<file path="config.mk">
export PLATFORM = sky130hd
export DESIGN_NAME = booth_mult_4bits
export DESIGN_NICKNAME = d
export VERILOG_FILES = /design/src/rtl/booth_pkg.sv /design/src/rtl/booth_addsub5.sv /design/src/rtl/booth_mult_4bits.sv
export SDC_FILE = /design/constraint.sdc
export NUM_CORES = 1
export LEC_CHECK = 0
export ABC_CLOCK_PERIOD_IN_PS = 1800
export CORE_UTILIZATION = 48
export CTS_BUF_LIST = sky130_fd_sc_hd__clkbuf_16
export DETAILED_ROUTE_END_ITERATION = 10
export PLACE_DENSITY_LB_ADDON = 0.08
export SYNTH_ARGS = -nofsm -noshare
export SYNTH_HDL_FRONTEND = slang
export SYNTH_HIERARCHICAL = 1
export SYNTH_SLANG_ARGS = --single-unit
</file>
<file path="constraint.sdc">
create_clock -name clk -period 1.8 [get_ports clk]
set_input_delay 0.36 -clock clk [delete_from_list [all_inputs] [get_ports clk]]
set_output_delay 0.36 -clock clk [all_outputs]
set_load 0.005 [all_outputs]
</file>
<file path="src/rtl/booth_pkg.sv">
// Shared definitions for the radix-2 Booth multiplier slice.
package booth_pkg;

    localparam int WIDTH = 4;
    localparam int STEPS = 4;
    localparam int ACCW  = 5;

    typedef enum logic [1:0] {
        IDLE = 2'd0,
        CALC = 2'd1,
        DONE = 2'd2
    } state_t;

endpackage

</file>
<file path="src/rtl/booth_addsub5.sv">
// Stateless 5-bit adder/subtractor used for the Booth accumulate step.
import booth_pkg::*;

module booth_addsub5 (
    input  logic            M,
    input  logic [ACCW-1:0] X,
    input  logic [ACCW-1:0] Y,
    output logic [ACCW-1:0] S
);

    // Carry-out is dropped on purpose; the accumulator wraps at ACCW bits.
    always_comb begin
        if (M) S = X - Y;
        else   S = X + Y;
    end

endmodule

</file>
<file path="src/rtl/booth_mult_4bits.sv">
// Sequential radix-2 Booth multiplier: 4x4 signed operands, 8-bit signed product.
import booth_pkg::*;

module booth_mult_4bits (
    input  logic             clk,
    input  logic             rst,
    input  logic             start,
    input  logic [WIDTH-1:0] A,
    input  logic [WIDTH-1:0] B,
    output logic             busy,
    output logic             done,
    output logic [7:0]       P
);

    state_t           state;
    logic [ACCW-1:0]  mreg;
    logic [ACCW-1:0]  acc;
    logic [WIDTH-1:0] q;
    logic             qm1;
    logic [2:0]       cnt;
    logic [ACCW-1:0]  sum;
    logic [ACCW-1:0]  step;

    booth_addsub5 u_addsub (
        .M (q[0]),
        .X (acc),
        .Y (mreg),
        .S (sum)
    );

    // Pair 01 adds, 10 subtracts; equal bits keep the accumulator as is.
    always_comb begin
        step = acc;
        if (q[0] ^ qm1) step = sum;
    end

    assign busy = (state == CALC);
    assign done = (state == DONE);

    always_ff @(posedge clk or posedge rst) begin
        if (rst) begin
            state <= IDLE;
            mreg  <= '0;
            acc   <= '0;
            q     <= '0;
            qm1   <= 1'b0;
            cnt   <= '0;
            P     <= '0;
        end else begin
            case (state)
                IDLE: begin
                    if (start) begin
                        mreg  <= {A[WIDTH-1], A};
                        q     <= B;
                        acc   <= '0;
                        qm1   <= 1'b0;
                        cnt   <= 3'(STEPS);
                        state <= CALC;
                    end
                end
                CALC: begin
                    acc <= {step[ACCW-1], step[ACCW-1:1]};
                    q   <= {step[0], q[WIDTH-1:1]};
                    qm1 <= q[0];
                    cnt <= cnt - 3'd1;
                    // Product equals the shifted {acc[3:0], q} of this final step.
                    if (cnt == 3'd1) begin
                        P     <= {step, q[WIDTH-1:1]};
                        state <= DONE;
                    end
                end
                DONE:    state <= IDLE;
                default: state <= IDLE;
            endcase
        end
    end

endmodule

</file>
# After elaboration in Yosys (flattened, before gate mapping)

Index checks and enable logic that the tools add are counted.

Reduce and logical (&&, ||, !) cells: 6
Add/sub/neg operators: 3
Bitwise operators: 1
Eq/ne operators: 5
Mux-type cells: 13

Operators with widths:

| cell                                                  | number |
|---|---|
| 2-to-1 mux 5 bit                                      | 3 |
| one-hot mux 5 bit (2 select lines)                    | 1 |
| one-hot mux 4 bit (2 select lines)                    | 1 |
| AND reduction 2 bit                                   | 4 |
| one-hot mux 3 bit (2 select lines)                    | 1 |
| adder 5 bit                                           | 1 |
| subtractor 5 bit                                      | 1 |
| 2-to-1 mux 2 bit                                      | 2 |
| 2-to-1 mux 4 bit                                      | 1 |
| one-hot mux 2 bit (2 select lines)                    | 1 |
| == test 3 x 1 -> 1 bit, second input constant         | 1 |
| 2-to-1 mux 3 bit                                      | 1 |
| subtractor 3 x 1 -> 3 bit, second input constant      | 1 |
| == test 2 x 1 -> 1 bit, second input constant         | 1 |
| == test 2 bit, second input constant                  | 1 |
| zero test 2 bit                                       | 1 |
| inequality test 2 x 1 -> 1 bit, second input constant | 1 |
| inequality test 2 bit, second input constant          | 1 |
| one-hot mux 1 bit (2 select lines)                    | 1 |
| nonzero test 2 bit                                    | 1 |
| 2-to-1 mux 1 bit                                      | 1 |
| bitwise XOR 1 bit                                     | 1 |

Input port bits: 11
Flip-flop bits (word level): 27

# Logic depth before layout (Yosys ltp)

Gate-level depths: netlist of run 1.

Depth in word-level cells: 4
Depth in mapped cells: 10
Depth with buffers taken out: 10

# Modules after synthesis

Netlist of run 1, hierarchy kept.

Modules (own cells, without submodules):

| module           | cells each | sequential area each (um^2) | area an instance (um^2) | times used |
|---|---|---|---|---|
| booth_mult_4bits | 101        | 650.6                       | 1162.4                  | 1 |
| booth_addsub5    | 28         | 0.0                         | 230.2                   | 1 |

# Worst setup path after synthesis of run 1

No wires, ideal clock.

Path kind: flip-flop to flip-flop
Start point: register mreg[0]
End point: register acc[3]
Stages on the path, launching flop included: 10
Buffers on the path: 0
Data required time: 1710 ps
Data arrival time: 1859 ps
Library setup time: 90 ps
Path slack: -150 ps
Cells stage by stage: dfrtp_1 inv_1 ha_1 mux2i_1 fa_1 a21o_1 a21oi_1 xnor2_1 nand2_1 o221ai_1

Longest elaborated chain between the ends: 4

Ends and longest elaborated chain:

| element                                         | line                                     | RTL |
|---|---|---|
| from (decl)                                     | booth_mult_4bits.sv:16                   | `logic [ACCW-1:0] mreg;` |
| from (signal assigned)                          | booth_mult_4bits.sv:53                   | `mreg <= {A[WIDTH-1], A};` |
| adder 5 bit or subtractor 5 bit (tied branches) | booth_addsub5.sv:14, booth_addsub5.sv:13 |  |
| 2-to-1 mux 5 bit *                              | booth_addsub5.sv:13                      | `if (M) S = X - Y;` |
| via sum[4]                                      | booth_mult_4bits.sv:21                   | `logic [ACCW-1:0] sum;` |
| 2-to-1 mux 5 bit *                              | booth_mult_4bits.sv:34                   | `if (q[0] ^ qm1) step = sum;` |
| one-hot mux 5 bit (2 select lines) *            | booth_mult_4bits.sv:50                   | `case (state)` |
| to (signal assigned)                            | booth_mult_4bits.sv:62                   | `acc <= {step[ACCW-1], step[ACCW-1:1]};` |
| to (decl)                                       | booth_mult_4bits.sv:17                   | `logic [ACCW-1:0] acc;` |

Mark *: on every way through the listed nets, which the timed path passes. The rest lies on a longest branch.
A chain may end at the register's enable or synchronous reset.

# Worst setup path after layout of run 1

Start point: register mreg[1]
End point: register P[6]

Longest elaborated chain between the ends: 3

Ends and longest elaborated chain:

| element                                         | line                                     | RTL |
|---|---|---|
| adder 5 bit or subtractor 5 bit (tied branches) | booth_addsub5.sv:14, booth_addsub5.sv:13 |  |
| 2-to-1 mux 5 bit *                              | booth_addsub5.sv:13                      |  |
| via sum[3]                                      | booth_mult_4bits.sv:21                   |  |
| 2-to-1 mux 5 bit *                              | booth_mult_4bits.sv:34                   |  |
| to (signal assigned)                            | booth_mult_4bits.sv:68                   | `P <= {step, q[WIDTH-1:1]};` |
| to (decl)                                       | booth_mult_4bits.sv:12                   | `output logic [7:0] P` |

Marked as above.

==> results of run 1 <==
==> stage by stage <==
stage | cell area, µm² | instances | setup TNS (ns) | utilization [%] | hold slack, ns
after global routing | 1860 | 194 | -1.01 | 67.5 | 0.504
after floorplan | 1420 | 129 | -0.0737 | - | 0.400
after CTS | 1840 | 193 | -0.323 | 66.9 | 0.467
after detailed placement | 1720 | 188 | -0.364 | 62.5 | 0.501
final | 1860 | 194 | -0.305 | 67.5 | 0.448
after global placement | 1720 | 188 | -0.198 | 62.5 | 0.483
==> routing by layer <==
metal	up-vias	track usage [%]
met1	460	25.0
met2	19	32.5
met4	0	2.09
li1	504	-
met5	-	0
met3	2	5.58
==> timing repair <==
| item | CTS | global route |
|---|---|---|
| hold endpoints to repair | 0 | 0 |
| setup endpoints to repair | 4 | 9 |
| gates resized for setup | 1 | 5 |
| pin swaps | 1 | 8 |
| buffers inserted | 1 | 1 |
==> final timing paths <==
check	to	cells past startpoint	slack [ns]	start
min	cnt[1]	3	0.45	rst
min in group clk	P[0]	1	0.51	P[0]
max	P[6]	9	-0.09	mreg[1]
max in group asynchronous	mreg[1]	3	1.10	rst
max reg2reg	P[6]	9	-0.09	mreg[1]
min reg2reg	P[0]	1	0.51	P[0]
==> cells in the mapped netlist (2+ instances only) <==
cell,count
mux2i_1,5
xor2_2,2
o21ai_0,9
buf_2,2
nor2_1,9
nor2b_1,4
inv_1,11
xor2_1,2
a21oi_1,6
a21o_1,2
ha_1,7
a22oi_1,2
xnor2_1,5
a31oi_1,2
mux2_4,3
nand2_1,8
nand3_1,4
mux2_2,4
dfrtp_1,26
==> critical path, cell delays in order (launching register included) <==
cell	delay, ns
dfrtp_1	0.39
inv_2	0.07
ha_4	0.20
mux2i_4	0.16
ha_1	0.26
a21o_1	0.17
a21oi_2	0.16
xnor2_1	0.09
mux2i_1	0.19
a21oi_1	0.10
==> cells by family after synthesis <==
family / Yosys count / synth area share [%]
mux: 12 / 10.1
simple gates: 32 / 11.8
xor+xnor: 9 / 6.74
buf+inv: 16 / 5.03
fa+ha+maj: 8 / 7.73
compound gates: 26 / 11.9
flops: 26 / 46.7
==> cell type report <==
| cell class | count | area [µm²] | area share, % |
|---|---|---|---|
| Clock buffer | 3 | 75.1 | 4.03 |
| Clock inverter | 1 | 30.0 | 1.61 |
| Inverter | 12 | 45.0 | 2.42 |
| Multi-Input combinational cell | 87 | 712 | 38.3 |
| Sequential cell | 26 | 651 | 35.0 |
| Tap cell | 31 | 38.8 | 2.08 |
| Timing Repair Buffer | 34 | 309 | 16.6 |
==> flip-flops by register name (all words and copies together) (netlist names) <==
register  flops
qm1           1
acc           4
q             4
cnt           3
mreg          4
state         2
P             8
==> power groups by stage <==
stage,clock (mW),sequential (mW),combinational (mW)
after floorplan,0,1.11,1.61
after global placement,0,1.12,2.27
after detailed placement,0,1.14,2.30
after CTS,0.654,1.13,2.42
after global routing,0.674,1.19,2.73
final,0.644,1.13,2.45
==> results.py, run 1 <==
metrics = {
    "place": {
        "dp_hpwl_mm": 1.94,
        "routabilityCongestion": 0.748,
        "portBuffers": 20,
        "dp_slack_ns": -0.101,
    },
    "route": {
        "num_vias": 985,
        "drtIter0Drc": 25,
        "wl_met1_mm": 1.31,
        "drcViolationCount": 0,
        "viasPerCell": 5.08,
        "top_layer": "met4",
        "route.met2.wl_mm": 1.22,
        "antenna_left": 0,
        "met3_length_um": 106,
        "drt-total-wl_mm": 2.65,
        "first_pass_iters": 4,
        "drt-wirelength-per-cell_um": 13.7,
    },
    "pwr": {
        "peakVddDrop_mv": 1.57,
        "p_int_mw": 2.69,
        "power_mw": 4.23,
        "p_clk_share_pct": 15.2,
        "powerDensity_nw_per_um2": 2270,
        "switching_share_pct": 36.5,
        "p_sw_mw": 1.54,
        "comb_power_share_pct": 58.0,
        "p_leak_nw": 0.840,
        "seqPwrFrac_pct": 26.8,
    },
    "synth": {
        "synth_ff_type": "dfrtp_1",
        "synth_top_area_share_pct": 46.7,
        "synth.net_count": 148,
        "syn_area_per_cell_um2": 10.8,
        "yosys_warnings": 6,
        "synth_cell_type_count": 35,
        "synthCells": 129,
        "ys_seq_elements": 26,
        "ys_seq_area_share_pct": 46.7,
        "synth_enable_flop_cells": 0,
        "synth_area_um2": 1390,
        "yosys-top-cells-area": "dfrtp_1 47%, ha_1 6.3%, mux2i_1 3.6%, o21ai_0 3.2%, mux2_2 3.2%",
        "yosysTopAreaCell": "dfrtp_1",
        "ys_async_sr_fraction_pct": 100,
    },
    "die": {
        "row_count": 19,
        "die_h_um": 55.9,
        "core_area_um2": 2760,
        "die_area_um2": 3120,
        "start_util_pct": 50.5,
        "die_w_um": 55.9,
        "io_pins": 21,
    },
    "sta": {
        "worst_slack_ns": -0.0904,
        "fin_worst_skew_ns": 0.00661,
        "fmax_ghz": 0.529,
        "drv_slew": 0,
        "relSlewSlack_pct": 76.3,
        "tightest_slew_ns": 0.355,
        "fin_crit_sh_pct": 105,
        "rsz0062_at_grt": "yes",
        "hold_viol": 0,
        "min_period_ns": 1.89,
        "setup_viol": 4,
    },
    "layout": {
        "nets": 183,
        "fillers": 225,
        "mostFrequentLayoutCells": "26 x dfrtp_1, 20 x clkdlybuf4s50_1, 13 x buf_4, 9 x inv_1",
        "area_growth_pct": 33.6,
        "drive_gt1_share_pct": 25.8,
        "final_common_cell": "dfrtp_1",
        "n_antenna_cell": 0,
    },
    "clock_tree": {
        "cts-buffers-inserted": 3,
        "cts_tree": "yes",
        "cts_max_level": 1,
        "root_buffer": "clkbuf_16",
        "ctsHoldBuffers": 0,
        "clkTransAtPathRegs_ns": 0.07,
        "clk_latency_ns": 0.26,
        "cts.sinks": 26,
        "clk_path_buf_depth": 2,
    },
    "critical_path": {
        "critPathArrivalTime_ns": 2.04,
        "crit_fanout": 2,
        "end_kind": "flip-flop",
        "required_ns": 1.95,
        "path_class": "flip-flop to flip-flop",
        "start_kind": "flip-flop",
    },
    "global_routing": {
        "grt_antenna_before_repair": 0,
        "grt_start_max_net_pins": 27,
        "grt_pass1_wl_mm": 4.68,
        "track_usage_pct": 19.0,
        "grt-ovfl-total": 0,
        "first_global_vias": 1053,
    },
    "job": {
        "cap_violations": 0,
    },
    "run_status": {
        "outcome": "complete, but fails checks",
        "failed_checks": "negative setup slack",
    },
    "min_path": {
        "hold_class": "input pin to asynchronous set/reset pin",
    },
}
(Power assumes the default switching activity.)
==> run 2: changes to the inputs <==
--- a/config.mk
+++ b/config.mk
@@ -10,6 +10,7 @@
 export CTS_BUF_LIST = sky130_fd_sc_hd__clkbuf_16
 export DETAILED_ROUTE_END_ITERATION = 10
 export PLACE_DENSITY_LB_ADDON = 0.08
+export SKIP_LAST_GASP = 1
 export SYNTH_ARGS = -nofsm -noshare
 export SYNTH_HDL_FRONTEND = slang
 export SYNTH_HIERARCHICAL = 1
==> results of run 2 <==
No change in the layout: final DEF, timing and power equal those of run 1.
==> run 3: changes to the inputs <==
--- a/config.mk
+++ b/config.mk
@@ -7,8 +7,8 @@
 export LEC_CHECK = 0
 export ABC_CLOCK_PERIOD_IN_PS = 1800
 export CORE_UTILIZATION = 48
-export CTS_BUF_LIST = sky130_fd_sc_hd__clkbuf_16
 export DETAILED_ROUTE_END_ITERATION = 10
+export GPL_ROUTABILITY_DRIVEN = 0
 export PLACE_DENSITY_LB_ADDON = 0.08
 export SKIP_LAST_GASP = 1
 export SYNTH_ARGS = -nofsm -noshare
==> results.py, run 3 (synthesized netlist as in run 1, its figures left out) <==
metrics = {
    "run_status": {
        "outcome": "complete, but fails checks",
        "failed_checks": "negative setup slack",
    },
    "clock_tree": {
        "root_buffer": "clkbuf_4",
        "cts_max_level": 1,
        "cts-buffers-inserted": 3,
        "clkTransAtPathRegs_ns": 0.15,
        "clk_latency_ns": 0.33,
        "cts.sinks": 26,
        "ctsHoldBuffers": 0,
        "clk_path_buf_depth": 2,
        "cts_tree": "yes",
    },
    "critical_path": {
        "cp.buffers_inverters": 1,
        "start_kind": "flip-flop",
        "path_delay_family": "adder cells",
        "crit_fanout": 2,
        "crit_chain": "inv_2 -> ha_4 -> mux2i_4 -> fa_2 -> a21o_1 -> a21oi_2 -> xnor2_1 -> nand2_1 -> a31oi_1",
        "path_class": "flip-flop to flip-flop",
        "end_kind": "flip-flop",
        "critPathArrivalTime_ns": 2.20,
        "max_stage_delay_ns": 0.39,
        "required_ns": 2.06,
        "slowest_stage": "dfrtp_1",
    },
    "route": {
        "drcViolationCount": 0,
        "drt-total-wl_mm": 2.68,
        "drtIter0Drc": 25,
        "drt-wirelength-per-cell_um": 13.7,
        "first_pass_iters": 4,
        "antenna_left": 0,
        "viasPerCell": 5.11,
        "num_vias": 997,
    },
    "global_routing": {
        "grt_pass1_wl_mm": 4.72,
        "first_global_vias": 1042,
        "grt_start_max_net_pins": 27,
        "track_usage_pct": 19.3,
        "grt_antenna_before_repair": 0,
        "grt-ovfl-total": 0,
    },
    "die": {
        "die_w_um": 55.9,
        "die_area_um2": 3120,
        "core_area_um2": 2760,
        "row_count": 19,
        "start_util_pct": 50.5,
        "io_pins": 21,
        "die_h_um": 55.9,
    },
    "layout": {
        "final_cells": 195,
        "fillers": 229,
        "multi_input_area_um2": 723,
        "final_common_cell": "dfrtp_1",
        "nets": 184,
        "seqCellArea_um2": 651,
        "n_antenna_cell": 0,
        "top_register": "P",
        "mostFrequentLayoutCells": "26 x dfrtp_1, 19 x clkdlybuf4s50_1, 14 x buf_4",
        "area_growth_pct": 31.1,
        "largest_reg_flops": 8,
        "drive_gt1_share_pct": 27.4,
    },
    "place": {
        "dp_hpwl_mm": 1.94,
        "placedCellCount": 188,
        "dp_slack_ns": -0.101,
        "portBuffers": 20,
    },
    "pwr": {
        "powerDensity_nw_per_um2": 2210,
        "p_leak_nw": 0.827,
        "peakVddDrop_mv": 1.48,
        "power_mw": 4.03,
    },
    "sta": {
        "relSlewSlack_pct": 75.7,
        "fin_tns_setup_ns": -0.368,
        "drv_slew": 0,
        "min_period_ns": 1.94,
        "tightest_slew_ns": 0.364,
        "hold_viol": 0,
        "worst_slack_ns": -0.141,
        "fin_crit_sh_pct": 108,
        "rsz0062_at_grt": "yes",
        "setup_viol": 4,
        "fmax_ghz": 0.515,
        "fin_worst_skew_ns": 0.0145,
    },
    "job": {
        "cap_violations": 0,
    },
    "min_path": {
        "hold_class": "input pin to asynchronous set/reset pin",
    },
}
==> run 3: where the power goes <==
group,total (mW),switching [mW],internal (mW)
logic,2.49,1.12,1.37
registers,1.13,0.254,0.880
clock network,0.405,0.179,0.225
==> run 3: routing by layer <==
layer / wire length, µm / share of wire (%) / track usage, % / vias up
li1: - / - / - / 505
met1: 1300 / 49 / 25.9 / 472
met2: 1250 / 46 / 32.4 / 18
met3: 108 / 4.0 / 5.58 / 2
met4: 21 / 0.78 / 2.09 / 0
met5: 0 / 0 / 0 / -
==> run 3: path summary, 6_finish.rpt <==
kind	depth (start not counted)	start	end	slack [ns]
min reg2reg	1	P[0]	P[0]	0.53
min	3	rst	cnt[1]	0.36
max reg2reg	9	mreg[1]	P[7]	-0.14
max	9	mreg[1]	P[7]	-0.14
min in group clk	1	P[0]	P[0]	0.53
max in group asynchronous	3	rst	mreg[1]	1.19
==> run 3: timing repair <==
action,in CTS,in global routing
buffers inserted,2,1
endpoints found under the setup margin,6,8
pin swaps,2,9
resized for setup,5,4
==> run 3: through the flow <==
step | area, µm² | hold WS [ns] | util (%)
global placement | 1720 | 0.483 | 62.5
floorplan | 1420 | 0.400 | -
finish | 1830 | 0.355 | 66.2
CTS | 1810 | 0.373 | 65.6
detailed placement | 1720 | 0.501 | 62.5
global route | 1830 | 0.400 | 66.2
==> run 3: tightest hold or removal path, cell delays in order <==
cell and delay [ns]:
clkdlybuf4s50_1 0.40, inv_1 0.05, buf_4 0.30
==> run 3: layout make-up <==
| type | instances | share of cell area [%] |
|---|---|---|
| inverters | 12 | 2.47 |
| well taps | 31 | 2.12 |
| clock buffers | 3 | 1.23 |
| multi-input cells | 87 | 39.6 |
| clock inverters | 1 | 1.64 |
| flip-flops and latches | 26 | 35.6 |
| repair buffers | 35 | 17.3 |
